## src/rtl/tlc_param_fsm.sv

```systemverilog
// tlc_param_fsm: two-road (A/B) traffic-light controller with parameterised
// phase durations, timed (auto) or button-held (manual) green phases, lamp
// decode and per-road seconds-remaining outputs for the 7-segment path.
// Optional build macro: TLC_ALL_RED_EN inserts the RA/RB all-red clearance
// phases (RED_T ticks each); without it yellow hands over directly to the
// other road's green.
module tlc_param_fsm #(
    parameter int CNT_W   = 6,
    parameter int GRN_A_T = 20,
    parameter int GRN_B_T = 15,
    parameter int YEL_T   = 3,
    parameter int RED_T   = 2
) (
    input  logic             clk_f,
    input  logic             rst_i,
    input  logic             tick_i,
    input  logic             mode_i,
    input  logic             button_i,
    output logic             l_red_A,
    output logic             l_yellow_A,
    output logic             l_green_A,
    output logic             l_red_B,
    output logic             l_yellow_B,
    output logic             l_green_B,
    output logic [CNT_W-1:0] l_7_A,
    output logic [CNT_W-1:0] l_7_B,
    output logic [2:0]       phase_o
);

    typedef enum logic [2:0] {
        AG = 3'd0, AY = 3'd1, RA = 3'd2, BG = 3'd3, BY = 3'd4, RB = 3'd5
    } state_t;

    localparam int SUM_W = CNT_W + 2;
    localparam logic [SUM_W-1:0] SAT_MAX = {2'b00, {CNT_W{1'b1}}};

    // Clearance time that a red road still has to wait through before its green
`ifdef TLC_ALL_RED_EN
    localparam int CLR_T = RED_T;
`else
    localparam int CLR_T = 0;
`endif

    // The register holds a raw 3-bit code so illegal codes 6/7 are representable
    // and can be recovered from.
    logic [2:0]       state_reg;
    state_t           state_next;
    state_t           succ;
    logic [CNT_W-1:0] cnt_reg;
    logic [CNT_W-1:0] cnt_next;
    logic             hold;
    logic             release_btn;
    logic [SUM_W-1:0] cnt_ext;
    logic [SUM_W-1:0] sum_a;
    logic [SUM_W-1:0] sum_b;

    function automatic logic [CNT_W-1:0] phase_len(input state_t s);
        case (s)
            AG:      phase_len = CNT_W'(GRN_A_T);
            BG:      phase_len = CNT_W'(GRN_B_T);
            AY, BY:  phase_len = CNT_W'(YEL_T);
            default: phase_len = CNT_W'(RED_T);
        endcase
    endfunction

    function automatic logic [CNT_W-1:0] sat(input logic [SUM_W-1:0] v);
        sat = (v > SAT_MAX) ? SAT_MAX[CNT_W-1:0] : v[CNT_W-1:0];
    endfunction

    assign hold    = mode_i && ((state_reg == AG) || (state_reg == BG));
    assign cnt_ext = {2'b00, cnt_reg};

    // State and counter register; reset wins over any tick or button
    always_ff @(posedge clk_f) begin
        if (rst_i) begin
            state_reg <= AG;
            cnt_reg   <= CNT_W'(GRN_A_T);
        end else begin
            state_reg <= state_next;
            cnt_reg   <= cnt_next;
        end
    end

    // Next state and counter: manual hold on greens, otherwise tick countdown
    always_comb begin
        state_next  = AG;
        cnt_next    = cnt_reg;
        succ        = AG;
        release_btn = 1'b0;
        case (state_reg)
            AG: begin
                state_next  = AG;
                succ        = AY;
                release_btn = button_i;
            end
`ifdef TLC_ALL_RED_EN
            AY: begin state_next = AY; succ = RA; end
            BY: begin state_next = BY; succ = RB; end
`else
            AY: begin state_next = AY; succ = BG; end
            BY: begin state_next = BY; succ = AG; end
`endif
            RA: begin state_next = RA; succ = BG; end
            BG: begin
                state_next  = BG;
                succ        = BY;
                release_btn = !button_i;
            end
            RB: begin state_next = RB; succ = AG; end
            default: begin
                // Illegal code: fall back to a fresh A green
                state_next = AG;
                succ       = AG;
            end
        endcase

        if (state_reg > 3'd5) begin
            cnt_next = phase_len(AG);
        end else if (hold) begin
            if (release_btn) begin
                state_next = succ;
                cnt_next   = phase_len(succ);
            end else begin
                cnt_next = phase_len(state_next);
            end
        end else if (tick_i) begin
            if (cnt_reg <= CNT_W'(1)) begin
                state_next = succ;
                cnt_next   = phase_len(succ);
            end else begin
                cnt_next = cnt_reg - CNT_W'(1);
            end
        end
    end

    // Lamp decode from the registered state; illegal codes show red both ways
    always_comb begin
        l_red_A    = 1'b1;
        l_yellow_A = 1'b0;
        l_green_A  = 1'b0;
        l_red_B    = 1'b1;
        l_yellow_B = 1'b0;
        l_green_B  = 1'b0;
        case (state_reg)
            AG:      begin l_red_A = 1'b0; l_green_A  = 1'b1; end
            AY:      begin l_red_A = 1'b0; l_yellow_A = 1'b1; end
            BG:      begin l_red_B = 1'b0; l_green_B  = 1'b1; end
            BY:      begin l_red_B = 1'b0; l_yellow_B = 1'b1; end
            default: ;
        endcase
    end

    // Display: own count when moving, count plus waiting phases when red
    always_comb begin
        sum_a = cnt_ext;
        sum_b = cnt_ext;
        case (state_reg)
            AG: sum_b = cnt_ext + SUM_W'(YEL_T) + SUM_W'(CLR_T);
            AY: sum_b = cnt_ext + SUM_W'(CLR_T);
            BG: sum_a = cnt_ext + SUM_W'(YEL_T) + SUM_W'(CLR_T);
            BY: sum_a = cnt_ext + SUM_W'(CLR_T);
            default: ;
        endcase
        if (hold) begin
            l_7_A = '1;
            l_7_B = '1;
        end else begin
            l_7_A = sat(sum_a);
            l_7_B = sat(sum_b);
        end
    end

    assign phase_o = state_reg;

endmodule
```

## config.mk

```make
export PLATFORM = sky130hd
export DESIGN_NAME = tlc_param_fsm
export DESIGN_NICKNAME = d
export VERILOG_FILES = /design/src/rtl/tlc_param_fsm.sv
export SDC_FILE = /design/constraint.sdc
export NUM_CORES = 1
export LEC_CHECK = 0
export CELL_PAD_IN_SITES_DETAIL_PLACEMENT = 0
export CELL_PAD_IN_SITES_GLOBAL_PLACEMENT = 2
export CORE_ASPECT_RATIO = 0.8
export CORE_MARGIN = 2
export CORE_UTILIZATION = 24
export DETAILED_ROUTE_END_ITERATION = 10
export PLACE_DENSITY_LB_ADDON = 0.1
export SKIP_LAST_GASP = 1
export SLEW_MARGIN = 20
export SYNTH_ARGS = -nofsm -noshare
export SYNTH_HDL_FRONTEND = slang
export SYNTH_SLANG_ARGS = --single-unit
```

## constraint.sdc

```tcl
create_clock -name clk_f -period 1.9 [get_ports clk_f]
set_clock_uncertainty 0.1 [all_clocks]
set_input_delay 0.19 -clock clk_f [delete_from_list [all_inputs] [get_ports clk_f]]
set_output_delay 0.19 -clock clk_f [all_outputs]
set_load 0.05 [all_outputs]
```

* After elaboration in Yosys (flattened, before gate mapping)
Index checks and enable logic that the tools add are counted.
W data, S select, Z words.
** Word-level totals
- Output and inout bits :: 21
- Bits of input ports :: 5
- Register bits :: 9
** Operators by class
- Add/sub/neg operators :: 2
- Reductions and logical operators :: 13
- $lt $le $gt $ge :: 4
- Muxes and demuxes :: 26
- Eq/ne operators :: 11
** Operator list (number)
- $mux W6 :: 7
- $pmux W5 S3 :: 2
- $gt A8 B6 Y1 const B :: 2
- $mux W3 :: 5
- $pmux W3 S5 :: 1
- $mux W7 :: 2
- $eq A3 B2 Y1 const B :: 4
- $eq A3 B3 Y1 const B :: 4
- $reduce_or A2 Y1 :: 6
- $eq A3 B1 Y1 const B :: 3
- $logic_not A3 Y1 :: 3
- $pmux W3 S3 :: 1
- $add A6 B2 Y7 const B :: 1
- $le A6 B1 Y1 const B :: 1
- $mux W1 :: 6
- $sub A6 B1 Y6 const B :: 1
- $mux W5 :: 1
- $gt A3 B3 Y1 const B :: 1
- $pmux W1 S2 :: 1
- $reduce_bool A2 Y1 :: 1
- $logic_and A1 B1 Y1 :: 1
- $logic_not A1 Y1 :: 1
- $logic_or A1 B1 Y1 :: 1

* Logic depth before layout (Yosys ltp)
- Depth after elaboration :: 9
- Gate-level depth with buffers :: 7
- Gate-level depth less buffers :: 6

* Worst setup path after synthesis
Ideal clock, no wire load.
- Path type :: register -> output
- Start :: reg state_reg[2], in the netlist phase_o[2]
- End :: out l_red_B
- Stages on the path, launching flop included :: 4
- Setup slack :: -1.256 ns
- Data arrival time :: 2.866 ns
- Cells stage by stage :: dfxtp_1 > clkbuf_1 > nor3b_1 > nor2_1
** Between the ends
- Cells in the longest elaborated chain, start to end :: 3
- Elaborated cells between the ends (all ways) :: 4
** Ends and longest elaborated chain
- from (decl) :: RTL line 46 : logic [2:0] state_reg;
- from (signal assigned) :: RTL line 79 : state_reg <= state_next;
- $eq A3 B2 Y1 or $eq A3 B3 Y1 (tied branches) :: RTL line 144 : case (state_reg)
- $reduce_or A2 Y1 (no line) (*)
- $mux W1 (*) :: RTL line 144
- to (decl) :: RTL line 22 : output logic l_red_B,
Mark *: on every way between the ends. The rest lies on a longest branch, timed or not.

* Worst setup path after layout
- Start :: reg cnt_reg[1]
- End :: out l_7_A[4]
** Between the ends
- Cells in the longest elaborated chain, start to end :: 5
** Ends and longest elaborated chain
- from (decl) :: RTL line 49 : logic [CNT_W-1:0] cnt_reg;
- from (signal assigned) :: RTL line 77 : cnt_reg <= CNT_W'(GRN_A_T);
- from (signal assigned) :: RTL line 80 : cnt_reg <= cnt_next;
- $add A6 B2 Y7 :: RTL line 160 : BG: sum_a = cnt_ext + SUM_W'(YEL_T) + SUM_W'(CLR_T);
- $mux W7 (*) :: RTL line 157 : case (state_reg)
- $gt A8 B6 Y1 :: RTL line 67 : sat = (v > SAT_MAX) ? SAT_MAX[CNT_W-1:0] : v[CNT_W-1:0];
- $mux W6 (*) :: RTL line 67
- $mux W6 (*) :: RTL line 164 : if (hold) begin
- to (decl) :: RTL line 25 : output logic [CNT_W-1:0] l_7_A,
Marks and branches as above.

==> metrics.txt <==
# TYPE chip_impl_metric gauge
chip_impl_info{name="status",value="finished, violations left"} 1
chip_impl_metric{name="initial_utilization",unit="%"} 24.7
chip_impl_metric{name="timing.reg2reg.worst_path_depth",unit=""} 8
chip_impl_metric{name="vdd.ir_drop.worst",unit="mV"} 0.237
chip_impl_metric{name="dp_hpwl",unit="um"} 2560
chip_impl_metric{name="io_pins",unit=""} 26
chip_impl_metric{name="vias_per_cell",unit=""} 4.90
chip_impl_metric{name="power_density",unit="nW/um^2"} 588
chip_impl_info{name="critical_path.endpoint_type",value="output port"} 1
chip_impl_metric{name="relSlewSlack",unit="%"} 73.0
chip_impl_metric{name="fmax",unit="GHz"} 0.495
chip_impl_info{name="regToRegStartpoint",value="cnt_reg[1]"} 1
chip_impl_info{name="holdCritStartpoint",value="cnt_reg[5]"} 1
chip_impl_metric{name="timing_worst_slew_pin_value",unit="ns"} 0.403
chip_impl_metric{name="cts-htree-levels",unit=""} 1
chip_impl_info{name="cts_root_buffer",value="clkbuf_8"} 1
chip_impl_metric{name="timing.final.setup_violations",unit=""} 14
chip_impl_metric{name="clkSlewWorstSetupHoldPaths",unit="ns"} 0.05
chip_impl_metric{name="largest_reg_flops",unit=""} 6
chip_impl_metric{name="p_leak",unit="uW"} 0.000813
chip_impl_metric{name="hold_depth",unit=""} 2
chip_impl_metric{name="synth-warning-count",unit=""} 0
chip_impl_metric{name="finalHoldWorstSlack",unit="ns"} 0.466
chip_impl_metric{name="crit_path_max_fanout",unit=""} 2
chip_impl_metric{name="placement.io_buffers",unit=""} 25
chip_impl_metric{name="layoutNonFillerInstCount",unit=""} 245
chip_impl_metric{name="floorplan.die_area",unit="um^2"} 4810
chip_impl_info{name="library_cell_with_the_largest_summed_area_after_synthesis",value="dfxtp_1"} 1
chip_impl_metric{name="synthDistinctLibCells",unit=""} 47
chip_impl_info{name="rr_endpoint",value="phase_o[0]"} 1
chip_impl_metric{name="grt_start_max_net_pins",unit=""} 16
chip_impl_metric{name="dr_wl_met3",unit="um"} 180
chip_impl_metric{name="cp_data_arrival_time",unit="ns"} 1.73
chip_impl_metric{name="report.final.slew_viol_count",unit=""} 0
chip_impl_metric{name="sequentialPowerShare",unit="%"} 19.4
chip_impl_metric{name="hold_viol",unit=""} 0
chip_impl_metric{name="min_period_over_period",unit="%"} 106
chip_impl_metric{name="finalWorstPathRequiredPeriod",unit="ns"} 2.02
chip_impl_metric{name="average_detailed_routed_wire_length_per_instance",unit="um"} 13.8
chip_impl_metric{name="number_of_antenna_violations_at_the_first_check_in_global_routing",unit=""} 0
chip_impl_metric{name="avgSynthCellArea",unit="um^2"} 7.47
chip_impl_metric{name="post-synth-top-area-fraction",unit="%"} 17.6
chip_impl_metric{name="syn_nets",unit=""} 144
chip_impl_metric{name="final_ws_setup",unit="ns"} -0.121
chip_impl_metric{name="die_w",unit="um"} 77.0
chip_impl_metric{name="grt_overflow",unit=""} 0
chip_impl_metric{name="synth_cells",unit=""} 137
chip_impl_metric{name="post_route_cells_drive_above_1_share",unit="%"} 55.9
chip_impl_metric{name="finalPower",unit="uW"} 1170
chip_impl_metric{name="worst-r2r-setup-slack",unit="ns"} -0.06
chip_impl_metric{name="worst_ep_required_time",unit="ns"} 1.61
chip_impl_metric{name="timing.max_cap.violations",unit=""} 0
chip_impl_metric{name="wl_met2",unit="um"} 1450
chip_impl_metric{name="placed_cells",unit=""} 229
chip_impl_metric{name="row_count",unit=""} 21
chip_impl_info{name="criticalPathCategory",value="reg2out"} 1
chip_impl_metric{name="gp_congestion",unit=""} 0.817
chip_impl_metric{name="route.detailed.drc",unit=""} 0
chip_impl_info{name="postSynth.topFlopCell",value="dfxtp_1"} 1
chip_impl_metric{name="grt_first_pass_wirelength",unit="um"} 5660
chip_impl_metric{name="drt-total-wl",unit="um"} 3380
chip_impl_metric{name="grt_pass1_vias",unit=""} 1124
chip_impl_metric{name="synth-seq-area-share",unit="%"} 17.6
chip_impl_metric{name="floorplan_die_height",unit="um"} 62.4
chip_impl_metric{name="diodes",unit=""} 0
chip_impl_metric{name="met1Wirelength",unit="um"} 1740
chip_impl_metric{name="final_antenna_net_count",unit=""} 0
chip_impl_metric{name="ys_seq_elements",unit=""} 9
chip_impl_info{name="unrepaired_setup_endpoints_after_global_routing",value="true"} 1
chip_impl_info{name="synthTopCellsByArea",value="dfxtp_1 18%, xnor2_1 8.6%, nand2_1 6.6%"} 1
chip_impl_metric{name="initialDrtViolationCount",unit=""} 58
chip_impl_metric{name="core_region_area",unit="um^2"} 4150
chip_impl_metric{name="combinationalPowerShare",unit="%"} 60.3
chip_impl_info{name="violations",value="setup timing"} 1
chip_impl_info{name="whs_endpoint",value="cnt_reg[5]"} 1
chip_impl_info{name="worstHoldPathType",value="reg2reg"} 1
chip_impl_info{name="crit_path_start_kind",value="flip-flop"} 1
chip_impl_metric{name="synth_enable_flop_cells",unit=""} 0
chip_impl_info{name="tritoncts",value="yes"} 1
chip_impl_metric{name="area_added_between_synthesis_and_finish",unit="%"} 94.9
chip_impl_metric{name="grt.total_usage",unit="%"} 14.6
chip_impl_metric{name="nNetsFinal",unit=""} 196
chip_impl_metric{name="cts-buffers-inserted",unit=""} 3
chip_impl_metric{name="clock_insertion_delay_worst_skew",unit="ns"} 0.24
chip_impl_metric{name="power_switching",unit="uW"} 483
chip_impl_metric{name="power_frac_clock",unit="%"} 20.3
chip_impl_metric{name="max-clock-path-buffers",unit=""} 2
chip_impl_metric{name="layout.core_utilization",unit="%"} 48.0
chip_impl_metric{name="clock_sinks",unit=""} 9
chip_impl_metric{name="synthesis.area",unit="um^2"} 1020
chip_impl_metric{name="sw_frac_of_total",unit="%"} 41.2
chip_impl_metric{name="p_int",unit="uW"} 690
chip_impl_metric{name="drt_pre_antenna_iters",unit=""} 4
chip_impl_metric{name="number_of_vias_after_detailed_routing",unit=""} 1200
chip_impl_info{name="highest_layer",value="met4"} 1
chip_impl_metric{name="async_reset_ff_share",unit="%"} 0
==> Yosys cell counts (2+ instances only) <==
cell type / count
o211ai_1: 3
mux2i_1: 3
nor2_1: 15
dfxtp_1: 9
nand3b_1: 2
a21oi_1: 6
or3_1: 2
ha_1: 2
o21ai_0: 4
clkbuf_1: 2
a31oi_1: 5
nor2b_1: 2
nor3_1: 4
nand3_1: 5
nand2_1: 18
xnor2_1: 10
inv_1: 7
buf_2: 6
or2_2: 2
a21o_1: 2
nand2b_1: 2
==> metrics by stage <==
| stage | TNS [ns] | worst slack, ns | area [um^2] |
|---|---|---|---|
| 3_5_place_dp | 0 | 0.0469 | 1710 |
| 2_1_floorplan | -0.290 | -0.134 | 1150 |
| 5_1_grt | -1.92 | -0.196 | 1990 |
| 3_3_place_gp | 0 | 0.0506 | 1710 |
| 4_1_cts | -0.812 | -0.123 | 1880 |
| 6_report | -0.959 | -0.121 | 1990 |
==> cell type report <==
type / count / area, um^2
clock buffer: 4 / 45.0
fill: 426 / 2160
inverter: 7 / 35.0
multi-input combinational: 111 / 962
sequential: 9 / 201
tap: 57 / 71.3
timing repair buffer: 57 / 679
==> routing by layer <==
layer	track usage (%)	vias to the layer above
met5	0	-
met4	1.79	0
met3	4.19	2
met2	20.2	31
met1	22.9	577
li1	-	590
==> worst max-delay path, stage by stage (launching register included) <==
cell and delay, ns:
dfxtp_4 0.35, inv_4 0.04, ha_4 0.15, nand3b_1 0.26
nor2_4 0.19, buf_4 0.13, xnor2_1 0.12, nand2_2 0.10
buf_12 0.15
==> power by group through the flow <==
| stage | combinational, uW | clock (uW) | sequential (uW) |
|---|---|---|---|
| after global routing | 744 | 251 | 231 |
| after CTS | 665 | 240 | 227 |
| final | 707 | 238 | 228 |
| after floorplan | 357 | 0 | 224 |
| after global placement | 617 | 0 | 231 |
| after detailed placement | 610 | 0 | 232 |
==> layout by cell type, fill, tap and decap left out, types with 3 or more instances in the layout <==
cell             synthesis  final
a21oi_1                  6      6
a31oi_1                  5      3
buf_12                   0     15
buf_4                    1     31
buf_6                    1      5
clkbuf_8                 0      3
clkdlybuf4s50_1          0      4
dfxtp_4                  0      5
inv_1                    7      4
mux2i_1                  3      3
nand2_1                 18     12
nand2_2                  0      4
nand3_1                  5      4
nor2_1                  15      8
nor2_2                   1      3
nor2_4                   0      5
nor3_1                   4      4
o211ai_1                 3      3
o21ai_0                  4      4
xnor2_1                 10      6
xnor2_2                  0      3
==> cells by family after synthesis <==
| family | synth area share [%] |
|---|---|
| muxes | 4.03 |
| DFF | 17.6 |
| buffers and inverters | 8.07 |
| adders and majority gates | 2.44 |
| AOI/OAI and AO/OA | 25.2 |
| xor gates and xnor gates | 9.41 |
| and+or+nand+nor | 33.3 |
==> worst max path at each step <==
| stage | startpoint | end | slack (ns) |
|---|---|---|---|
| 2_1_floorplan | phase_o[2] | l_7_B[1] | -0.13 |
| 3_3_place_gp | tick_i | cnt_reg[2] | 0.05 |
| 3_5_place_dp | cnt_reg[0] | cnt_reg[5] | 0.05 |
| 4_1_cts | cnt_reg[1] | l_7_A[1] | -0.12 |
| 5_1_grt | cnt_reg[1] | l_7_A[1] | -0.20 |
| 6_report | cnt_reg[1] | l_7_A[4] | -0.12 |
==> timing repair <==
item                       in CTS  in global routing
setup endpoints to repair      12                 15
hold buffers                    0                  0
buffers inserted                6                  7
pin swaps                       6                 11
gates resized for setup        17                 19
Power figures use the tool's default switching activity.
